--- config.mk ---
export PLATFORM = sky130hd
export DESIGN_NAME = uart_autobaud_detector
export DESIGN_NICKNAME = d
export VERILOG_FILES = /design/src/rtl/uart_pkg.sv /design/src/rtl/uart_rx_sync.sv /design/src/rtl/uart_autobaud_detector.sv
export SDC_FILE = /design/constraint.sdc
export NUM_CORES = 1
export LEC_CHECK = 0
export ABC_AREA = 1
export CORE_MARGIN = 8
export CORE_UTILIZATION = 45
export CTS_CLUSTER_SIZE = 20
export DETAILED_ROUTE_END_ITERATION = 8
export PLACE_DENSITY = 0.66
export SLEW_MARGIN = 25
export SYNTH_ARGS = -nofsm -noshare
export SYNTH_HDL_FRONTEND = slang
export SYNTH_SLANG_ARGS = --single-unit
--- constraint.sdc ---
create_clock -name clk -period 1.91 [get_ports clk]
set_clock_uncertainty 0.15 [all_clocks]
set_input_delay 0.2865 -clock clk [delete_from_list [all_inputs] [get_ports clk]]
set_output_delay 0.2865 -clock clk [all_outputs]
set_load 0.01 [all_outputs]
--- src/rtl/uart_pkg.sv ---
// ============================================================================
// Module  : uart_pkg
// Brief   : Shared UART constants, baud-rate table, window helpers and the
//           autobaud detector state encoding.
// Revision: 1.0
// ============================================================================
`default_nettype none

package uart_pkg;

    typedef enum logic [2:0] {
        IDLE       = 3'd0,
        WAIT_START = 3'd1,
        MEASURE    = 3'd2,
        EVAL       = 3'd3,
        LOCKED     = 3'd4,
        ERROR      = 3'd5
    } abd_state_t;

    localparam int c_num_rates = 9;

    // Ascending order; index 0 (slowest rate) also sets the measurement timeout.
    localparam int unsigned c_rate_table [c_num_rates] = '{
        1200, 2400, 4800, 9600, 14400, 19200, 38400, 57600, 115200
    };

    localparam int unsigned c_default_baud = 115200;
    localparam int unsigned c_oversample   = 16;

    function automatic int unsigned nominal_count(input int unsigned clk_freq,
                                                  input int unsigned rate);
        return clk_freq / rate;
    endfunction

    function automatic int unsigned window_lo(input int unsigned nom);
        return nom - (nom >> 3);
    endfunction

    function automatic int unsigned window_hi(input int unsigned nom);
        return nom + (nom >> 3);
    endfunction

    function automatic int unsigned timeout_count(input int unsigned clk_freq);
        return window_hi(nominal_count(clk_freq, c_rate_table[0])) + 1;
    endfunction

    // Windows do not overlap, so at most one entry can match.
    function automatic logic [16:0] match_rate(input int unsigned clk_freq,
                                               input logic [16:0] cnt);
        logic [16:0] rate;
        int unsigned nom;
        int unsigned cnt_w;
        rate  = '0;
        cnt_w = {15'd0, cnt};
        for (int i = 0; i < c_num_rates; i++) begin
            nom = nominal_count(clk_freq, c_rate_table[i]);
            if (cnt_w >= window_lo(nom) && cnt_w <= window_hi(nom)) begin
                rate = c_rate_table[i][16:0];
            end
        end
        return rate;
    endfunction

endpackage

`default_nettype wire

--- src/rtl/uart_rx_sync.sv ---
// ============================================================================
// Module  : uart_rx_sync
// Brief   : Two-flop synchronizer for the serial line with rise/fall pulses.
// Revision: 1.0
// ============================================================================
`default_nettype none

module uart_rx_sync (
    input  logic clk,
    input  logic rst,
    input  logic rx,
    output logic rx_sync,
    output logic valid,
    output logic rise,
    output logic fall
);

    logic       r_meta;
    logic       r_sync;
    logic       r_prev;
    logic [1:0] r_vld;

    // valid marks when r_sync holds a real sample rather than its reset value.
    always_ff @(posedge clk or negedge rst) begin
        if (!rst) begin
            r_meta <= 1'b1;
            r_sync <= 1'b1;
            r_prev <= 1'b1;
            r_vld  <= 2'b00;
        end else begin
            r_meta <= rx;
            r_sync <= r_meta;
            r_prev <= r_sync;
            r_vld  <= {r_vld[0], 1'b1};
        end
    end

    assign rx_sync = r_sync;
    assign valid   = r_vld[1];
    assign rise    = r_sync & ~r_prev;
    assign fall    = r_prev & ~r_sync;

endmodule

`default_nettype wire

--- src/rtl/uart_autobaud_detector.sv ---
// ============================================================================
// Module  : uart_autobaud_detector
// Brief   : Measures one low pulse on rx and maps it to a standard baud rate.
// Revision: 1.0
// ============================================================================
`default_nettype none

module uart_autobaud_detector
    import uart_pkg::*;
#(
    parameter int unsigned CLK_FREQ = 100_000_000
) (
    input  logic        clk,
    input  logic        rst,
    input  logic        rx,
    input  logic        arm,
    output logic [16:0] Baud_Rate,
    output logic        locked,
    output logic        err,
    output logic        done
);

    localparam logic [16:0] c_timeout = 17'(timeout_count(CLK_FREQ));

    logic        w_rx_s;
    logic        w_rx_valid;
    logic        w_rise;
    logic        w_fall;

    abd_state_t  r_state;
    abd_state_t  w_state_nxt;
    logic [16:0] r_cnt;
    logic [16:0] w_cnt_nxt;
    logic [16:0] r_baud;
    logic [16:0] w_baud_nxt;
    logic [16:0] w_match;
    logic        w_done_nxt;
    logic        r_locked;
    logic        r_err;
    logic        r_done;

    uart_rx_sync u_rx_sync (
        .clk     (clk),
        .rst     (rst),
        .rx      (rx),
        .rx_sync (w_rx_s),
        .valid   (w_rx_valid),
        .rise    (w_rise),
        .fall    (w_fall)
    );

    assign w_match = match_rate(CLK_FREQ, r_cnt);

    always_comb begin
        w_state_nxt = r_state;
        w_cnt_nxt   = r_cnt;
        w_baud_nxt  = r_baud;
        w_done_nxt  = 1'b0;
        case (r_state)
            IDLE: begin
                if (w_rx_valid && w_rx_s) w_state_nxt = WAIT_START;
            end
            WAIT_START: begin
                if (w_fall) begin
                    w_cnt_nxt   = '0;
                    w_state_nxt = MEASURE;
                end
            end
            MEASURE: begin
                // Counter never passes the timeout value, so it cannot wrap.
                if (r_cnt == c_timeout) begin
                    w_state_nxt = ERROR;
                    w_baud_nxt  = '0;
                    w_done_nxt  = 1'b1;
                end else if (w_rise) begin
                    w_state_nxt = EVAL;
                end else if (!w_rx_s) begin
                    w_cnt_nxt = r_cnt + 17'd1;
                end
            end
            EVAL: begin
                w_done_nxt = 1'b1;
                if (w_match != '0) begin
                    w_state_nxt = LOCKED;
                    w_baud_nxt  = w_match;
                end else begin
                    w_state_nxt = ERROR;
                    w_baud_nxt  = '0;
                end
            end
            LOCKED, ERROR: begin
                if (arm) begin
                    w_state_nxt = IDLE;
                    w_baud_nxt  = '0;
                end
            end
            default: begin
                w_state_nxt = IDLE;
                w_baud_nxt  = '0;
            end
        endcase
        if (arm && r_state != LOCKED && r_state != ERROR) begin
            w_state_nxt = IDLE;
            w_cnt_nxt   = '0;
            w_baud_nxt  = '0;
            w_done_nxt  = 1'b0;
        end
    end

    always_ff @(posedge clk or negedge rst) begin
        if (!rst) begin
            r_state  <= IDLE;
            r_cnt    <= '0;
            r_baud   <= '0;
            r_locked <= 1'b0;
            r_err    <= 1'b0;
            r_done   <= 1'b0;
        end else begin
            r_state  <= w_state_nxt;
            r_cnt    <= w_cnt_nxt;
            r_baud   <= w_baud_nxt;
            r_locked <= (w_state_nxt == LOCKED);
            r_err    <= (w_state_nxt == ERROR);
            r_done   <= w_done_nxt;
        end
    end

    assign Baud_Rate = r_baud;
    assign locked    = r_locked;
    assign err       = r_err;
    assign done      = r_done;

endmodule

`default_nettype wire

# Yosys cells after proc, flatten, opt, wreduce, memory -nomap -nowiden
# Index checks and enable logic that the tools add are counted.
# totals
regBits	45
input_bits	4
out_inout_bits	20
elab_cells	100
# op_classes
n_addsub	1
magnitude_cmp	18
eq_ne	17
muxes	31
n_bitwise	4
reduce_logical	19
# ops
op	count
two-way mux 17 bit	16
case mux 17 bit (4 select lines)	1
greater-or-equal comparator 17 x 13 -> 1 bit (second input constant)	2
less-or-equal comparator 17 x 13 -> 1 bit (second input constant)	2
case mux 17 bit (2 select lines)	1
inequality test 3 bit (second input constant)	7
two-way mux 3 bit	6
adder 17 x 1 -> 17 bit (second input constant)	1
equality test 17 bit (second input constant)	1
greater-or-equal comparator 17 x 10 -> 1 bit (second input constant)	1
greater-or-equal comparator 17 x 11 -> 1 bit (second input constant)	1
greater-or-equal comparator 17 x 12 -> 1 bit (second input constant)	1
greater-or-equal comparator 17 x 14 -> 1 bit (second input constant)	1
greater-or-equal comparator 17 x 15 -> 1 bit (second input constant)	1
greater-or-equal comparator 17 x 16 -> 1 bit (second input constant)	1
greater-or-equal comparator 17 bit (second input constant)	1
less-or-equal comparator 17 x 10 -> 1 bit (second input constant)	1
less-or-equal comparator 17 x 11 -> 1 bit (second input constant)	1
less-or-equal comparator 17 x 12 -> 1 bit (second input constant)	1
less-or-equal comparator 17 x 14 -> 1 bit (second input constant)	1
less-or-equal comparator 17 x 15 -> 1 bit (second input constant)	1
less-or-equal comparator 17 x 16 -> 1 bit (second input constant)	1
less-or-equal comparator 17 bit (second input constant)	1
nonzero test 17 bit	1
other kinds (18)	38

# Longest topological paths before layout
# depth
word_depth	16
mapped_depth	16
depth_no_buf	15

# By module
# Synthesis repeated with hierarchy kept, for this count alone.
# hier_totals
hier_cells	558
hier_area_um2	3518.4
# modules_own_cells
mod	n_inst	cells_per_inst	area_each_um2	seq_area_each_um2
uart_autobaud_detector	1	548	3370.7	900.9
uart_rx_sync	1	10	147.6	128.9

# Worst setup path before layout
# Ideal clock, no wire load.
# synth_path
path_type	flip-flop to flip-flop
start	register r_cnt[0]
end	register r_cnt[16]
setup_time_ns	0.122
arrival_time_ns	1.704
required_time_ns	1.638
slack_ns	-0.066
path_stages_with_launch	13
path_buffers	2
period_less_slack_ns	1.976
cell_sequence	dfrtp_1 -> buf_2 -> inv_1 -> ha_1 -> inv_1 -> nor3_2 -> nand3_2 -> nand2_2 -> nand2_4 -> buf_6 -> nand3_2 -> xor2_1 -> nor2_1
# synth_between
elab_chain_len	6
elab_cells_between_ends	9
classes_between	1 x add/sub; 2 x eq/ne; 5 x mux; 1 x reduce/logical
# synth_rtl
item	line	source
start, declared	uart_autobaud_detector.sv:32	logic [16:0] r_cnt;
start signal, assigned	uart_autobaud_detector.sv:120	r_cnt <= w_cnt_nxt;
adder 17 x 1 -> 17 bit	uart_autobaud_detector.sv:78	w_cnt_nxt = r_cnt + 17'd1;
two-way mux 17 bit	uart_autobaud_detector.sv:77	end else if (!w_rx_s) begin
two-way mux 17 bit	uart_autobaud_detector.sv:75	end else if (w_rise) begin
two-way mux 17 bit	uart_autobaud_detector.sv:71	if (r_cnt == c_timeout) begin
case mux 17 bit (2 select lines)	uart_autobaud_detector.sv:59	case (r_state)
two-way mux 17 bit	uart_autobaud_detector.sv:102	if (arm && r_state != LOCKED && r_state != ERROR) begin
# Several ways; a longest one is shown, not always the timed one. The select of a mux whose other input is x is not followed.
# A chain may end at the register's enable or synchronous reset.

# Worst setup path after layout
# layout_path
start	register r_cnt[15]
end	register r_baud[6], in the netlist Baud_Rate[6]
# layout_between
elab_chain_len	15
elab_cells_between_ends	43
classes_between	18 x order compare; 2 x eq/ne; 12 x mux; 11 x reduce/logical
# layout_rtl
item	line	source
greater-or-equal comparator 17 bit / less-or-equal comparator 17 bit (equally long branches)	uart_pkg.sv:57	if (cnt_w >= window_lo(nom) && cnt_w <= window_hi(nom)) begin
logical AND 1 bit	uart_pkg.sv:57	
two-way mux 11 bit	uart_pkg.sv:57	
two-way mux 12 bit	uart_pkg.sv:57	
two-way mux 17 bit (7 in series)	uart_pkg.sv:57	
nonzero test 17 bit	uart_autobaud_detector.sv:83	if (w_match != '0) begin
two-way mux 17 bit	uart_autobaud_detector.sv:83	
case mux 17 bit (4 select lines)	uart_autobaud_detector.sv:59	
two-way mux 17 bit	uart_autobaud_detector.sv:102	
end signal, assigned	uart_autobaud_detector.sv:121	r_baud <= w_baud_nxt;
end, declared	uart_autobaud_detector.sv:34	logic [16:0] r_baud;
# Several ways; a longest one is shown, not always the timed one.

==> impl_metrics.py <==
metrics = {
    "timing": {
        "hold_viol": 0,
        "worst_slack_ps": -191,
        "timing.hold.ws_ps": 210,
        "slew_violations": 0,
        "period_needed_ps": 2100,
        "fin_setup_tns_ps": -3690,
        "clock.fmax_mhz": 476,
        "rsz0062_at_grt": "true",
        "slew_headroom_pct": 64.6,
        "setup_violations": 33,
        "worstMarginPinSlew_ps": 531,
        "post-route-period-util_pct": 110,
    },
    "outcome": {
        "status": "complete, but fails checks",
        "violations": "setup timing",
    },
    "synthesis": {
        "synth_cells": 545,
        "synthFlopType": "dfrtp_1",
        "synth-seq-cells": 41,
        "synth_edf_count": 0,
        "ys_top_cells_by_count": "nand2_1, nor2_1, nand3_1",
        "ys_top_cells_by_area": "dfrtp_1, nand2_1, nor2_1",
        "yosys.cell_count.top_type": "nand2_1",
        "ys_types": 44,
        "synthArstFlopShare_pct": 100,
        "syn_area_per_cell_um2": 6.61,
        "yosys_warnings": 0,
        "yosysSeqAreaShare_pct": 28.6,
        "syn_area_um2": 3600,
        "yosys.area.top_type": "dfrtp_1",
        "synth_top_area_share_pct": 26.4,
    },
    "clocking": {
        "clock_latency_ps": 310,
        "cts_made_buffers": 5,
        "cts.clk_slew.worst_paths_ps": 90,
        "cts_tree": "yes",
        "clockBufferDepth": 2,
        "cts-htree-levels": 2,
        "clkSinkCount": 41,
        "cts-root-buf": "clkbuf_8",
    },
    "routing": {
        "route.detailed.drc": 0,
        "dr.first_iter.drc_count": 515,
        "vias": 4630,
        "routed_wl_um": 14900,
        "ant_nets": 0,
        "post_drt_wl_per_cell_um": 18.2,
        "firstDrtPassIters": 6,
        "routed_via_density": 5.67,
    },
    "cells_and_area": {
        "fill_cells": 550,
        "syn_to_final_growth_pct": 59.5,
        "register_area_um2": 1050,
        "drive_gt1_share_pct": 52.2,
        "fin_cells": 816,
        "multi_input_area_um2": 2670,
        "nNetsFinal": 720,
        "diodes": 0,
    },
    "floorplanning": {
        "start_util_pct": 46.6,
        "ios": 24,
        "rows": 32,
        "die_x_um": 106,
        "core_um2": 7730,
        "die-area_um2": 11100,
        "fp.dieH_um": 106,
    },
    "hold_path": {
        "hold_path.class": "reg2reg",
    },
    "grt": {
        "grt_overflow": 0,
        "grt_pass1_wl_um": 22000,
        "grt_max_degree": 42,
        "grt_usage_pct": 24.4,
        "grt_pass1_vias": 4371,
        "antenna_found_initial": 0,
    },
    "setup_path": {
        "worstSetupEndpointType": "flip-flop",
        "startpoint_type": "flip-flop",
        "crit_top_cell": "buf_4",
        "critPathKind": "reg2reg",
        "worstPathCellList": "buf_4 > nor2_1 > nand2_1 > nor2_1 > nand3_1 > nand4_1 > nand2_2 > buf_4 > buf_4 > nand2_2 > a21oi_1 > o21ai_1",
        "cp_max_fo": 4,
        "max_stage_delay_ps": 490,
        "worst-endpoint-required_ps": 2000,
        "crit_arrival_ps": 2190,
        "crit_path_top_delay_cell": "dfrtp_2",
    },
    "place": {
        "port_buffers": 19,
        "dp_cells": 783,
        "place.gp.congestion": 1.01,
        "detailed_place_hpwl_um": 10600,
    },
    "power": {
        "powerDensity_nw_per_um2": 325,
        "p_total_mw": 1.87,
        "peakVddDrop_v": 0.000317,
        "leakage_nw": 2.75,
    },
    "flow_run": {
        "maxCapViolCount": 0,
    },
}
## critical path, delay by kind of cell, from the launching register on
family          cells  cell delay (ps)
simple gates        7              780
flops               1              490
buf+inv             3              450
compound gates      2              150
## final cells by class
class / instances / area share [%]
timing repair buffer: 181 / 26.3
multi-input combinational: 418 / 46.4
inverter: 66 / 4.85
sequential: 41 / 18.2
clock buffer: 5 / 1.20
tap: 102 / 2.22
clock inverter: 3 / 0.805
## cell usage in the layout (no fill, tap or decap), types with 10 or more instances in the layout
master           netlist  final
nand3_1               52     40
a21oi_2                4     10
nor2_2                12     25
nand2_2               13     34
nand3_2                9     17
clkdlybuf4s50_1        0     18
nor2_4                 7     21
inv_2                 22     23
buf_6                  6     19
nor2_1                81     54
dfrtp_2                0     14
nand2_1              131    105
buf_4                 15    139
inv_1                 44     35
dfrtp_1               38     24
o21ai_1                7     11
nand4_1               11     11
a21oi_1               20     13
## what timing repair did
action                     in CTS  in global routing
hold endpoints to repair       38                  0
setup endpoints to repair      34                 35
resized for setup              97                 91
hold buffers                    1                  0
setup buffers                  10                 15
pin swaps                      17                 32
## path summary, 6_finish.rpt
path / end / cells past startpoint / slack, ps / start
max: Baud_Rate[6]$_DFFE_PN0P_ / 12 / -190 / r_cnt[15]$_DFFE_PN0P_
min: u_rx_sync.r_vld[1]$_DFF_PN0_ / 0 / 210 / u_rx_sync.r_vld[0]$_DFF_PN0_
max reg2reg: Baud_Rate[6]$_DFFE_PN0P_ / 12 / -190 / r_cnt[15]$_DFFE_PN0P_
min reg2reg: u_rx_sync.r_vld[1]$_DFF_PN0_ / 0 / 210 / u_rx_sync.r_vld[0]$_DFF_PN0_
max in group asynchronous: r_cnt[13]$_DFFE_PN0P_ / 3 / 800 / rst
min in group asynchronous: r_cnt[6]$_DFFE_PN0P_ / 3 / 410 / rst
## power by group
part | total [mW] | switching, mW | internal (mW)
Clock | 0.747 | 0.355 | 0.392
Sequential | 0.887 | 0.00885 | 0.879
Combinational | 0.235 | 0.139 | 0.0968
Total | 1.87 | 0.502 | 1.37
## logic make-up (layout without fill, tap and decap cells)
| logic type | Yosys count | count (layout) | share of synthesized area, % |
|---|---|---|---|
| AO/OA/AOI/OAI | 65 | 65 | 11.4 |
| XOR/XNOR | 3 | 3 | 0.729 |
| adder cells (fa/ha/maj) | 3 | 3 | 1.04 |
| buffers and inverters | 89 | 255 | 12.1 |
| flip-flops | 41 | 41 | 28.6 |
| other | 2 | 5 | 0.208 |
| AND/OR/NAND/NOR | 342 | 342 | 46.0 |
## layer usage
metal	global-route usage, %	up-vias	part of all wire (%)
met4	8.64	0	4.2
met2	39.6	301	47
li1	-	2089	-
met1	31.8	2176	41
met5	0	-	0
met3	4.38	64	8.0
## state kept, by name, indices dropped and copies added, names as in the netlist
name	count
err	1
r_cnt	17
u_rx_sync.r_meta	1
u_rx_sync.r_prev	1
locked	1
r_state	3
done	1
u_rx_sync.r_vld	2
u_rx_sync.rx_sync	1
Baud_Rate	13
## per-stage QoR
stage	util, %	setup WS, ps	area (um^2)
final	74.4	-191	5750
after global routing	74.4	-307	5750
after CTS	68.7	-92.7	5310
after detailed placement	62.1	-261	4800
after global placement	62.1	-241	4800
after floorplan	-	2.80	3620
No activity file was read; power rests on OpenSTA's default activity.
